## src/rtl/remainder_multiplier.sv

```systemverilog
// remainder_multiplier: sequential shift-add multiply-accumulate, P = Q*B + R.
// Rebuilds a dividend from quotient/divisor/remainder, so it can check the
// repeated-subtraction divider. With R=0 it is a plain multiplier. It uses the
// same start/done handshake as the divider.
module remainder_multiplier #(
   parameter int unsigned WIDTH = 32
) (
   input  logic                 Clk,
   input  logic                 Rst,
   input  logic                 start,
   input  logic [WIDTH-1:0]     Q,
   input  logic [WIDTH-1:0]     B,
   input  logic [WIDTH-1:0]     R,
   output logic [2*WIDTH-1:0]   P,
   output logic                 ovf,
   output logic                 rem_err,
   output logic                 busy,
   output logic                 done
);

   localparam int unsigned      CW   = ($clog2(WIDTH) > 0) ? $clog2(WIDTH) : 1;
   localparam logic [CW-1:0]    LAST = CW'(WIDTH - 1);

   typedef enum logic [1:0] {
      S_IDLE = 2'd0,
      S_CALC = 2'd1,
      S_DONE = 2'd2
   } state_t;

   state_t              state;
   logic [2*WIDTH-1:0]  acc;
   logic [2*WIDTH-1:0]  mb;
   logic [2*WIDTH-1:0]  acc_next;
   logic [WIDTH-1:0]    mq;
   logic [CW-1:0]       cnt;

   // Accumulator value after the current iteration: add the shifted multiplicand
   // when the current multiplier bit is set.
   always_comb begin
      acc_next = acc;
      if (mq[0]) acc_next = acc + mb;
   end

   // Control FSM and datapath registers. All outputs are registered, and reset wins.
   always_ff @(posedge Clk) begin
      if (!Rst) begin
         state   <= S_IDLE;
         acc     <= '0;
         mb      <= '0;
         mq      <= '0;
         cnt     <= '0;
         P       <= '0;
         ovf     <= 1'b0;
         rem_err <= 1'b0;
         busy    <= 1'b0;
         done    <= 1'b0;
      end else begin
         case (state)
            S_IDLE: begin
               busy <= 1'b0;
               done <= 1'b0;
               if (start) begin
                  acc     <= {{WIDTH{1'b0}}, R};
                  mb      <= {{WIDTH{1'b0}}, B};
                  mq      <= Q;
                  cnt     <= '0;
                  rem_err <= (R >= B);
                  busy    <= 1'b1;
                  state   <= S_CALC;
               end
            end
            S_CALC: begin
               acc <= acc_next;
               mb  <= mb << 1;
               mq  <= mq >> 1;
               cnt <= cnt + 1'b1;
               // The last iteration takes its sum straight from acc_next. This
               // keeps the latency fixed at WIDTH edges and needs no extra state.
               if (cnt == LAST) begin
                  P     <= acc_next;
                  ovf   <= |acc_next[2*WIDTH-1:WIDTH];
                  busy  <= 1'b0;
                  done  <= 1'b1;
                  state <= S_DONE;
               end
            end
            S_DONE: begin
               if (!start) begin
                  done  <= 1'b0;
                  state <= S_IDLE;
               end
            end
            default: begin
               busy  <= 1'b0;
               done  <= 1'b0;
               state <= S_IDLE;
            end
         endcase
      end
   end

endmodule

```

## config.mk

```make
export PLATFORM = sky130hd
export DESIGN_NAME = remainder_multiplier
export DESIGN_NICKNAME = d
export VERILOG_FILES = /design/src/rtl/remainder_multiplier.sv
export SDC_FILE = /design/constraint.sdc
export NUM_CORES = 1
export LEC_CHECK = 0
export CELL_PAD_IN_SITES_DETAIL_PLACEMENT = 1
export CELL_PAD_IN_SITES_GLOBAL_PLACEMENT = 1
export CORE_AREA = 2 2 151 227
export DETAILED_ROUTE_END_ITERATION = 6
export DIE_AREA = 0 0 153 229
export PLACE_DENSITY = 0.95
export SYNTH_ARGS = -nofsm -noshare
export SYNTH_HDL_FRONTEND = slang
export SYNTH_SLANG_ARGS = --single-unit
export TNS_END_PERCENT = 1
```

## constraint.sdc

```tcl
create_clock -name Clk -period 6.25 [get_ports Clk]
set_clock_uncertainty 0.15 [all_clocks]
set_input_delay 1.25 -clock Clk [delete_from_list [all_inputs] [get_ports Clk]]
set_output_delay 1.25 -clock Clk [all_outputs]
set_load 0.05 [all_outputs]
```

==> metrics.md, run 1 <==
| Metric | Value |
|---|---|
| Clock latency on the worst-skew pair | 0.57 ns |
| Hold Buf Count CTS | 0 |
| Mean Syn Cell Area | 7.53 um^2 |
| Commonest cells after routing, fill and taps aside | sky130_fd_sc_hd__nor2_1, sky130_fd_sc_hd__dfxtp_1, sky130_fd_sc_hd__a21oi_1 |
| Largest fanout on the critical path | 5 |
| Synthesized instance count | 2001 |
| Core Box Area | 0.0331 mm^2 |
| RSZ-0062 raised after global routing | no |
| H-Tree Depth | 1 |
| Leading cell type in the layout, fill and taps excluded | sky130_fd_sc_hd__nor2_1 |
| Hold WC Path Type | register to register |
| Overall global routing resource usage | 31.7% |
| Yosys top cell by area | sky130_fd_sc_hd__dfxtp_1 |
| Layout area overhead | 16.8% |
| ANT nets after route | 0 |
| Detailed router's first-iteration violation count | between 1000 and 1500 |
| Final setup violation count | 0 |
| Number of register bits inferred by synthesis | ~240 |
| Reg-to-reg critical path startpoint | mb[1]$_SDFFE_PN0P_ |
| VDD IR max | about 170 uV |
| Synthesized net count | 2198 |
| Post-detail-place hpwl | a little over 40000 um |
| Cell area power density | 219 mW/mm^2 |
| Floorplan die height | approximately 230 um |
| Std cell rows | 82 |
| Post-CTS Setup Bufs | 0 |
| Clock tree from TritonCTS | built |
| Worst slack, placed | 1.81 ns |
| Max Clock Freq | around 230 MHz |
| Headroom to the max-slew limit | 18.2% |
| Proportion of register bits with asynchronous set or reset after synthesis | 0% |
| Slew at the pin with the worst max-slew slack | 1.23 ns |
| Pin count of the biggest net entering global routing | 95 |
| Total die area | 0.0350 mm^2 |
| Number of flops mapped to enable cells by yosys | 0 |
| Worst setup path startpoint | mb[1]$_SDFFE_PN0P_ |
| Shortest clock period the worst path allows after layout | 4.29 ns |
| Hold Path Origin | P[46]$_SDFFE_PN0P_ |
| Antenna cell count | 0 |
| Initial antenna violation count | 0 |
| Clock tree root buffer cell | sky130_fd_sc_hd__clkbuf_16 |
| Detailed-route DRC error count | 0 |
| Cells taking the most area after synthesis | sky130_fd_sc_hd__dfxtp_1, sky130_fd_sc_hd__nor2_1, sky130_fd_sc_hd__ha_1 |
| Detailed Routing Iterations Pass 1 | 5 |
| Final period util | 68.7% |
| Initial Utilization | ~45% |
| Buffers on Ports | 166 |
| Cell area after synthesis | 0.0151 mm^2 |
| Synth warnings | 0 |
| Total number of vias | roughly 16000 |
| Share of post-route cells with drive strength above 1 | 4.40% |
| Max-slew violation count | 0 |
| Register area | 0.00471 mm^2 |
| Setup slack of the critical path after layout | approximately 2.0 ns |
| DR vias/cell | roughly 6.4 |
| Launching element type of the critical path | register |
| Die Wd | about 150 um |
| Post-cts sizing count | 0 |
| Clock-pin slew on the worst setup and hold paths | 0.07 ns |
| Critical path type | register to register |
| Routed wire length per instance | 23.0 um |
| NumNets Final | 2252 |
| Non-Filler Instances | ~2500 |
| # placed instances | 2448 |
| Number of max-cap violations | 0 |
| Number of distinct standard cells referenced by the synthesized netlist | 74 |
| Power consumption | a little under 4 mW |
| Data arrival time of the worst path | 4.58 ns |
| Type of element capturing the critical path | register |
| WL final | 57200 um |
| Area used by multi-input combinational logic | 0.00961 mm^2 |
| Number of hold violations in the final report | 0 |
| Data required time at the worst endpoint | approximately 6.5 ns |
| Total of fill cells in the finished design | 4042 |
| Top flip-flop cell by instance count after synthesis | sky130_fd_sc_hd__dfxtp_1 |
| Total clock buffers created by CTS | 25 |
| Global-route congestion overflow total | 0 |
| Final weighted congestion of routability-driven global placement | 0.985 |
| Clock Path Buffers | 3 |
| Wire length of the first global-routing pass | 91100 um |
| Leakage | 6.87 nW |
| Sequential area share after synthesis | around 31% |
| Vias in the first global route | 17179 |
| Result of the run | finished clean |
| Top cell type's share of synthesized area | 31.2% |
| Final sum of negative setup slack | 0 ns |
| Sink count of the clock tree | around 240 |
| Boundary Pins | 167 |
## synth_stat cells, types with 5 or more instances
cell / count
sky130_fd_sc_hd__nand3_1: 20
sky130_fd_sc_hd__o31ai_1: 6
sky130_fd_sc_hd__a21oi_2: 6
sky130_fd_sc_hd__o21ai_1: 7
sky130_fd_sc_hd__nand2_1: 117
sky130_fd_sc_hd__a221oi_1: 28
sky130_fd_sc_hd__xor2_1: 24
sky130_fd_sc_hd__mux2_2: 5
sky130_fd_sc_hd__dfxtp_1: 235
sky130_fd_sc_hd__mux2i_1: 42
sky130_fd_sc_hd__o221ai_1: 65
sky130_fd_sc_hd__nor2b_1: 12
sky130_fd_sc_hd__a32oi_1: 7
sky130_fd_sc_hd__o21ai_0: 60
sky130_fd_sc_hd__o211ai_1: 10
sky130_fd_sc_hd__and2_1: 5
sky130_fd_sc_hd__nor3_1: 19
sky130_fd_sc_hd__a21oi_1: 170
sky130_fd_sc_hd__a22oi_1: 48
sky130_fd_sc_hd__nand4_1: 38
sky130_fd_sc_hd__nand2b_1: 9
sky130_fd_sc_hd__xnor2_1: 30
sky130_fd_sc_hd__inv_1: 46
sky130_fd_sc_hd__o21bai_1: 9
sky130_fd_sc_hd__clkbuf_1: 125
sky130_fd_sc_hd__buf_2: 10
sky130_fd_sc_hd__a31oi_1: 37
sky130_fd_sc_hd__o211a_1: 6
sky130_fd_sc_hd__ha_1: 97
sky130_fd_sc_hd__or3_1: 9
sky130_fd_sc_hd__nor2_1: 491
sky130_fd_sc_hd__nor4_1: 6
sky130_fd_sc_hd__a21o_1: 30
sky130_fd_sc_hd__buf_1: 18
sky130_fd_sc_hd__a211oi_1: 62
sky130_fd_sc_hd__o21a_1: 18
## logic make-up after synthesis
logic type               Yosys count  synth area share, %
AND/OR/NAND/NOR                  754                 21.2
AO/OA/AOI/OAI                    612                 27.9
flip-flops                       235                 31.2
buffers and inverters            201                 5.19
adder cells (fa/ha/maj)           98                 8.19
XOR/XNOR                          54                 3.14
multiplexers                      47                 3.16
## worst paths after layout
path	end	slack, ns	cells after the start
max	ovf$_SDFFE_PN0P_	1.96	12
min	P[46]$_SDFFE_PN0P_	0.31	2
max reg2reg	ovf$_SDFFE_PN0P_	1.96	12
min reg2reg	P[46]$_SDFFE_PN0P_	0.31	2
## state kept, by name, summed over array words and instances, names as in the netlist
signal / cells
mq: 32
ovf: 1
state: 2
P: 64
done: 1
mb: 64
cnt: 5
busy: 1
rem_err: 1
acc: 64
## per-stage QoR
| step | area (um^2) | hold slack (ns) | util, % |
|---|---|---|---|
| finish | 17600 | 0.310 | 53.1 |
| global route | 17600 | 0.344 | 53.1 |
| CTS | 17600 | 0.315 | 53.1 |
| detailed placement | 16800 | 0.306 | 50.7 |
| global placement | 16800 | 0.295 | 50.7 |
| floorplan | 15100 | 0.299 | - |
## per-layer routing
metal	GRT usage, %	vias up	wire (um)	share of wire (%)
li1	-	7356	-	-
met1	34.3	7764	21000	37
met2	58.1	601	29600	52
met3	3.90	218	2850	5.0
met4	19.7	0	3660	6.4
met5	0	-	0	0
## worst max-delay path: stages, from the launching register on
cell and delay, ns:
sky130_fd_sc_hd__dfxtp_1 0.44, sky130_fd_sc_hd__ha_1 0.28, sky130_fd_sc_hd__a21oi_1 0.25, sky130_fd_sc_hd__nand4b_1 0.25, sky130_fd_sc_hd__a211o_1 0.17, sky130_fd_sc_hd__o211ai_1 0.24
sky130_fd_sc_hd__a31oi_1 0.66, sky130_fd_sc_hd__o21ai_0 0.23, sky130_fd_sc_hd__xor2_1 0.20, sky130_fd_sc_hd__a2111oi_0 0.67, sky130_fd_sc_hd__nand4_1 0.26, sky130_fd_sc_hd__nor4_1 0.24
sky130_fd_sc_hd__a31oi_1 0.11
## area by class of cell
type	count	share of cell area, %
inverters	46	0.995
clock inverters	8	0.512
multi-input cells	1565	54.6
clock buffers	34	3.97
flip-flops and latches	235	26.8
well taps	420	2.99
repair buffers	182	10.2
## power by group
| group | internal, mW | switching [mW] |
|---|---|---|
| logic | 0.273 | 0.450 |
| clock network | 0.827 | 0.666 |
| registers | 1.56 | 0.0756 |
No activity file was read; power rests on OpenSTA's default activity.
==> inputs of run 2 (changes only) <==
CORE_AREA = 2 2 166 249   (was 2 2 151 227)
DIE_AREA = 0 0 168 251   (was 0 0 153 229)
PLACE_DENSITY = 0.85   (was 0.95)
clock period = 3.65 ns   (was 6.25 ns; I/O delays follow)
==> run 2 against run 1 <==
Net effect:
- the flow now finishes with violations (negative setup slack)
- global-route usage down 0.065 points
- cell area grew 17%
- sequential cell count unchanged
- setup slack got worse by 2.2 ns
==> metrics.md, run 2 (same netlist as run 1, synthesis figures left out) <==
| Metric | Value |
|---|---|
| Number of hold violations in the final report | 0 |
| Total clock buffers created by CTS | 25 |
| Clock Path Buffers | 3 |
| Combined buffer and inverter count along the critical path | 2 |
| VDD IR max | 253 uV |
| Worst-path cell chain | ha_1 -> buf_4 -> nand2_1 -> o21ai_0 -> a21oi_1 -> and3_1 -> o211a_1 -> buf_4 -> o211ai_1 -> xor2_1 -> mux2i_2 -> nand3_1 -> nor4_1 -> a31oi_1 |
| Std cell rows | 90 |
| Routed wire length per instance | 23.9 um |
| Final instance area | 0.0206 mm^2 |
| Antenna cell count | 0 |
| Data required time at the worst endpoint | 3.94 ns |
| Leakage | 8.53 nW |
| Layout Utilization | 51.4% |
| Critical path type | register to register |
| Initial antenna violation count | 0 |
| Sink count of the clock tree | approximately 240 |
| DR vias/cell | ~6 |
| Biggest registers after layout | P (64), acc (64), mb (64) |
| Layout area overhead | 36.4% |
| Hold WC Path Type | register to register |
| Violated checks | negative setup slack |
| Final period util | 106% |
| Share of post-route cells with drive strength above 1 | around a fifth |
| Launching element type of the critical path | register |
| Type of element capturing the critical path | register |
| Worst slack, placed | -0.373 ns |
| Global-route congestion overflow total | 0 |
| RSZ-0062 raised after global routing | yes |
| Most used cell along the critical path | sky130_fd_sc_hd__buf_4 |
| Commonest cells after routing, fill and taps aside | sky130_fd_sc_hd__nor2_1, sky130_fd_sc_hd__buf_4, sky130_fd_sc_hd__dfxtp_1 |
| Leading cell type in the layout, fill and taps excluded | sky130_fd_sc_hd__nor2_1 |
| Max-slew violation count | 0 |
| Non-Filler Instances | 2907 |
| Total die area | roughly 0.042 mm^2 |
| Shortest clock period the worst path allows after layout | 3.87 ns |
| Largest fanout on the critical path | 4 |
| Detailed router's first-iteration violation count | around 1600 |
| Die Wd | roughly 170 um |
| Power consumption | 7.02 mW |
| # placed instances | between 2000 and 3000 |
| Setup slack of the critical path after layout | -0.225 ns |
| Overall global routing resource usage | 31.6% |
| Wire length of the first global-routing pass | 106000 um |
| Clock latency on the worst-skew pair | 0.57 ns |
| Critical-path cell with the highest stage delay | sky130_fd_sc_hd__o21ai_0 |
| NumNets Final | 2583 |
| ANT nets after route | 0 |
| Post-detail-place hpwl | 47700 um |
| Pin count of the biggest net entering global routing | 93 |
| Cell area power density | about 340 mW/mm^2 |
| Final weighted congestion of routability-driven global placement | 0.979 |
| Crit path largest cell delay | 0.52 ns |
| Category of cells accounting for the largest share of critical-path delay | compound AO/OA/AOI/OAI gates |
| Clock-pin slew on the worst setup and hold paths | 0.06 ns |
| Headroom to the max-slew limit | 29.0% |
| Hold slack | 0.315 ns |
| Final sum of negative setup slack | -0.480 ns |
| Clock tree root buffer cell | sky130_fd_sc_hd__clkbuf_16 |
| Vias in the first global route | 19461 |
| Detailed-route DRC error count | 0 |
| Detailed Routing Iterations Pass 1 | 6 |
| WL final | 69500 um |
| Flop-to-flop setup slack | -0.22 ns |
| Final setup violation count | 3 |
| Max Clock Freq | 258 MHz |
| Boundary Pins | 167 |
| Slew at the pin with the worst max-slew slack | 1.05 ns |
| Data arrival time of the worst path | 4.16 ns |
| Total number of vias | 17969 |
| Floorplan die height | 251 um |
| Core Box Area | 0.0400 mm^2 |
| Result of the run | finished, violations left |
| Area after DPL | 0.0193 mm^2 |
| Initial Utilization | 37.7% |
| H-Tree Depth | 1 |
| Number of max-cap violations | 0 |
| Buffers on Ports | 166 |
| Clock tree from TritonCTS | built |
| Hold Buf Count CTS | 0 |
-- run 2: cell types whose count changed in the layout (fill, tap and decap cells not counted), moves of 9 or more --
| cell | before | now |
|---|---|---|
| sky130_fd_sc_hd__a21oi_1 | 170 | 160 |
| sky130_fd_sc_hd__ha_4 | 0 | 11 |
| sky130_fd_sc_hd__buf_4 | 16 | 343 |
| sky130_fd_sc_hd__ha_1 | 97 | 81 |
| sky130_fd_sc_hd__dfxtp_1 | 233 | 224 |
| sky130_fd_sc_hd__o21ai_0 | 60 | 49 |
| sky130_fd_sc_hd__o21ai_1 | 6 | 15 |
-- run 2: what timing repair did --
action,in CTS,in global routing
resized for setup,50,38
pin swaps,24,10
endpoints found under the hold margin,0,0
gates cloned,0,0
endpoints found under the setup margin,7,20
buffers inserted,14,3
-- run 2: worst paths after layout --
kind	start	to	cells after the start
worst max register to register	acc[23]$_SDFFE_PN0P_	ovf$_SDFFE_PN0P_	14
worst min register to register	P[59]$_SDFFE_PN0P_	P[59]$_SDFFE_PN0P_	2
worst min-delay path	P[59]$_SDFFE_PN0P_	P[59]$_SDFFE_PN0P_	2
worst max-delay path	acc[23]$_SDFFE_PN0P_	ovf$_SDFFE_PN0P_	14
-- run 2: final cells by class --
type | count | area (um^2)
fillers | 4811 | 19400
multi-input cells | 1565 | 9950
flip-flops and latches | 235 | 4720
repair buffers | 513 | 4300
clock buffers | 36 | 697
well taps | 506 | 633
inverters | 46 | 175
clock inverters | 6 | 73.8
-- run 2: tightest hold or removal path: stages (launching register included) --
cell	delay (ns)
sky130_fd_sc_hd__dfxtp_1	0.31
sky130_fd_sc_hd__nand2_1	0.05
sky130_fd_sc_hd__a21oi_1	0.05
-- run 2: report_power, final --
part	internal, mW	total, mW	switching [mW]
clock network	1.40	2.55	1.15
registers	2.67	2.78	0.106
logic	0.712	1.69	0.979
total	4.78	7.02	2.24
-- run 2: routing by layer --
| metal | routed length, um | vias to the layer above | track usage, % |
|---|---|---|---|
| met3 | 3680 | 363 | 3.62 |
| li1 | - | 8000 | - |
| met5 | 0 | - | 0 |
| met2 | 35900 | 852 | 59.4 |
| met4 | 5480 | 0 | 21.2 |
| met1 | 24500 | 8754 | 32.7 |
==> inputs of run 3 (changes only) <==
HOLD_SLACK_MARGIN = 0.15   (was default)
==> results of run 3 <==
Same layout as run 2: the final DEF is identical, and so are final timing and power.
==> edit 1: new RTL, config.mk and constraints of run 3 <==
Put one more register stage on the output `rem_err`, cleared by the reset. The value now appears one clock later. The other outputs are not delayed to match.
--- a/src/rtl/remainder_multiplier.sv
+++ b/src/rtl/remainder_multiplier.sv
@@ -27,6 +27,8 @@
       S_DONE = 2'd2
    } state_t;
 
+   logic rem_err_s0;
+
    state_t              state;
    logic [2*WIDTH-1:0]  acc;
    logic [2*WIDTH-1:0]  mb;
@@ -51,7 +53,7 @@
          cnt     <= '0;
          P       <= '0;
          ovf     <= 1'b0;
-         rem_err <= 1'b0;
+         rem_err_s0 <= 1'b0;
          busy    <= 1'b0;
          done    <= 1'b0;
       end else begin
@@ -64,7 +66,7 @@
                   mb      <= {{WIDTH{1'b0}}, B};
                   mq      <= Q;
                   cnt     <= '0;
-                  rem_err <= (R >= B);
+                  rem_err_s0 <= (R >= B);
                   busy    <= 1'b1;
                   state   <= S_CALC;
                end
@@ -99,5 +101,13 @@
       end
    end
 
+   always_ff @(posedge Clk) begin
+      if (!Rst) begin
+         rem_err <= '0;
+      end else begin
+         rem_err <= rem_err_s0;
+      end
+   end
+
 endmodule
 
Formal check against the unedited RTL: not equivalent (a bounded check fails within 4 cycles, from zero or initial values and one cycle with Rst low).
==> edit 1 against run 3 <==
The run still ends with negative setup slack left; sequential cell count grew 1; synthesized cell count is 2.8% lower; wire length is 12% lower; final area decreased by 0.93%; synthesized area decreased by 2.2%; worst setup slack lost 160 ps; sequential power about the same; total power rose by 3.0%; largest cell class unchanged.
==> edit 1: results <==
metrics = {
    "outcome": {
        "status": "finished, violations left",
        "violations": "negative setup slack",
    },
    "place": {
        "detailed_place_hpwl_um": 44400,
        "dp_cells": 2813,
        "place_congestion": 0.970,
    },
    "global_routing": {
        "met2_usage_pct": 53.5,
        "antenna_found_initial": 1,
        "grt_max_degree": 84,
        "first_global_vias": 18000,
        "grt_pass1_wl_um": 94600,
        "grt_use_met1_pct": 28.8,
        "grt_usage_pct": 27.7,
    },
    "detailed_routing": {
        "drt_iter0_drc": 775,
        "dr_wl_met3_um": 1790,
        "first_pass_iters": 5,
        "met1_length_um": 22900,
        "vias": 16600,
        "wl_met2_um": 32600,
        "wl_per_cell_um": 21.3,
        "totalWireLength_um": 61000,
    },
    "setup_path": {
        "reg2reg_depth": 15,
        "crit_slowest_cell": "a2111o_1",
        "slowest_delay_ps": 500,
        "cp.arrival_ps": 4340,
        "critPathMaxFanout": 7,
    },
    "finish": {
        "seq_cell_count": 236,
        "clkCellAreaFrac_pct": 4.52,
        "multiInputGateArea_um2": 9540,
        "layout.nets": 2538,
        "drive_gt1_share_pct": 20.4,
        "buf_share_pct": 21.4,
        "signal_buffers": 521,
        "num-multi-input-gates": 1509,
        "num_antenna_cells": 1,
        "clock_buffer_count": 29,
        "regArea_um2": 4740,
    },
    "logic_synthesis": {
        "synth.distinct_cells": 78,
        "ys_top_cells_by_count": "nor2_1 (489), dfxtp_1 (236), a21oi_1 (161)",
        "syn_nets": 2142,
        "synth_compound_area_share_pct": 26.7,
        "ys_top_cells_by_area": "dfxtp_1 (32%), nor2_1 (12%), ha_1 (8.2%), a21oi_1 (5.5%), o221ai_1 (3.9%)",
        "yosysSeqAreaShare_pct": 32.1,
        "synthAdderAreaFrac_pct": 8.37,
        "synthXorXnorAreaFrac_pct": 3.03,
        "synthCells": 1945,
    },
    "pwr": {
        "p_leak_nw": 8.51,
        "peakVddDrop_mv": 0.304,
    },
    "hold_path": {
        "holdPathEnd": "P[53]",
        "worstHoldStart": "P[53]",
    },
    "sta": {
        "fin_ws_ps": -389,
        "max_slew_margin_pct": 32.7,
        "setup_viol": 5,
        "tns_ps": -580,
    },
    "clock_network": {
        "ctsResizeCount": 9,
        "cts_setup_buffers": 2,
    },
}
[edit 1: cell types whose count changed after synthesis, sizes merged, moves of 6 or more]
cell | before | now
a21oi | 176 | 161
o21a | 18 | 12
a211oi | 64 | 58
nand2 | 117 | 91
a31oi | 37 | 44
[edit 1: where the power goes]
part | internal [W] | switching (W)
logic | 0.000680 | 0.000875
clock network | 0.00170 | 0.00120
registers | 0.00268 | 0.0000944
total | 0.00507 | 0.00216
[edit 1: through the flow]
stage | total power [W] | hold WS, ps | setup WS, ps | util (%)
floorplan | 0.00362 | 274 | -11.5 | -
global placement | 0.00425 | 299 | -587 | 48.0
detailed placement | 0.00433 | 313 | -571 | 48.0
CTS | 0.00724 | 323 | -426 | 50.3
global route | 0.00749 | 346 | -501 | 50.9
finish | 0.00723 | 325 | -389 | 50.9
==> edit 2: new RTL, settings of run 3 <==
Made on the original files. Add an input register stage for `start`, `Q`, `B` and `R`, cleared by the reset; this delays them by one clock.
--- a/src/rtl/remainder_multiplier.sv
+++ b/src/rtl/remainder_multiplier.sv
@@ -26,6 +26,25 @@
       S_CALC = 2'd1,
       S_DONE = 2'd2
    } state_t;
+
+   logic start_q;
+   logic [WIDTH-1:0] Q_q;
+   logic [WIDTH-1:0] B_q;
+   logic [WIDTH-1:0] R_q;
+
+   always_ff @(posedge Clk) begin
+      if (!Rst) begin
+         start_q <= '0;
+         Q_q     <= '0;
+         B_q     <= '0;
+         R_q     <= '0;
+      end else begin
+         start_q <= start;
+         Q_q     <= Q;
+         B_q     <= B;
+         R_q     <= R;
+      end
+   end
 
    state_t              state;
    logic [2*WIDTH-1:0]  acc;
@@ -59,12 +78,12 @@
             S_IDLE: begin
                busy <= 1'b0;
                done <= 1'b0;
-               if (start) begin
-                  acc     <= {{WIDTH{1'b0}}, R};
-                  mb      <= {{WIDTH{1'b0}}, B};
-                  mq      <= Q;
+               if (start_q) begin
+                  acc     <= {{WIDTH{1'b0}}, R_q};
+                  mb      <= {{WIDTH{1'b0}}, B_q};
+                  mq      <= Q_q;
                   cnt     <= '0;
-                  rem_err <= (R >= B);
+                  rem_err <= (R_q >= B_q);
                   busy    <= 1'b1;
                   state   <= S_CALC;
                end
@@ -85,7 +104,7 @@
                end
             end
             S_DONE: begin
-               if (!start) begin
+               if (!start_q) begin
                   done  <= 1'b0;
                   state <= S_IDLE;
                end
Behaviour: not the same (Yosys sat finds a counterexample within 4 cycles, from zero or initial values and one cycle with Rst low).
==> edit 2 against run 3 <==
The run still ends with negative setup slack left; synthesized area up 12%; sequential cell count increased by 97; sequential share of layout area increased by 6.7 points; worst setup slack better by 160 ps; hold slack better by 1.4 ps; final area rose by 9.2%; non-clock buffer count down 37; critical path type unchanged; cell count up 1.9%; wire length decreased by 2.9%.
Power is not compared: it rests on default switching activity, and its combinational part moved more than twofold at a synthesized area within 25%.
==> edit 2: results <==
metrics = {
    "detailed_routing": {
        "met1_length_um": 24500,
        "dr_wl_met3_um": 2530,
        "first_pass_iters": 5,
        "totalWireLength_um": 67500,
        "drt_iter0_drc": 1066,
        "vias_per_cell": 5.92,
        "top_layer": "met4",
    },
    "setup_path": {
        "critPathMaxFanout": 4,
        "cp_top_family": "simple AND/OR/NAND/NOR gates",
        "cp.arrival_ps": 4010,
        "crit_slowest_cell": "or3_2",
    },
    "clock_network": {
        "h-tree-depth": 2,
        "numCtsBuffers": 34,
    },
    "place": {
        "place_congestion": 0.987,
        "dpl_worst_slack_ps": -341,
        "detailed_place_hpwl_um": 46600,
    },
    "sta": {
        "tns_ps": -94.1,
        "setup_viol": 2,
        "tightest_slew_ps": 1150,
        "fin_ws_ps": -67.8,
    },
    "finish": {
        "num_antenna_cells": 0,
        "drive_gt1_share_pct": 18.4,
        "fillerInstances": 4674,
        "layout.nets": 2627,
    },
    "logic_synthesis": {
        "syn_nets": 2251,
        "synth.distinct_cells": 79,
        "ys_top_cells_by_area": "dfxtp_1 (39%), ha_1 (7.2%), a21oi_1 (6.8%), nor2_1 (5.6%), nand2_1 (4.2%)",
        "synthAdderAreaFrac_pct": 7.31,
        "synthCells": 2054,
        "yosysSeqAreaShare_pct": 39.4,
    },
    "global_routing": {
        "first_global_vias": 19400,
        "grt_usage_pct": 31.0,
        "met3_usage_pct": 3.46,
        "met2_usage_pct": 58.6,
        "grt_use_met1_pct": 31.8,
        "grt_pass1_wl_um": 105000,
        "antenna_found_initial": 0,
        "grt_max_degree": 105,
    },
    "outcome": {
        "status": "finished, violations left",
        "violations": "negative setup slack",
    },
}
-- edit 2: repair_timing --
item,CTS,global route
hold endpoints to repair,0,0
buffers inserted,3,1
resized for setup,21,30
pin swaps,8,7
setup endpoints to repair,12,23
-- edit 2: cell type report --
type / instances / share of cell area, %
Multi-Input combinational cell: 1531 / 43.7
Clock buffer: 48 / 4.39
Sequential cell: 332 / 29.6
Inverter: 55 / 0.942
Timing Repair Buffer: 476 / 17.9
Tap cell: 506 / 2.82
Clock inverter: 13 / 0.674
-- edit 2: final timing paths --
check / depth (start not counted) / end / slack, ps / from
hold / removal: 2 / mq[25] / 320 / mq[25]
setup reg to reg: 13 / ovf / -70 / acc[10]
setup / recovery: 13 / ovf / -70 / acc[10]
hold reg to reg: 2 / mq[25] / 320 / mq[25]
-- edit 2: where the power goes --
part	total, W	switching [W]	internal (W)
logic	0.000817	0.000477	0.000339
registers	0.00379	0.0000725	0.00372
clock network	0.00366	0.00161	0.00205
total	0.00827	0.00216	0.00611
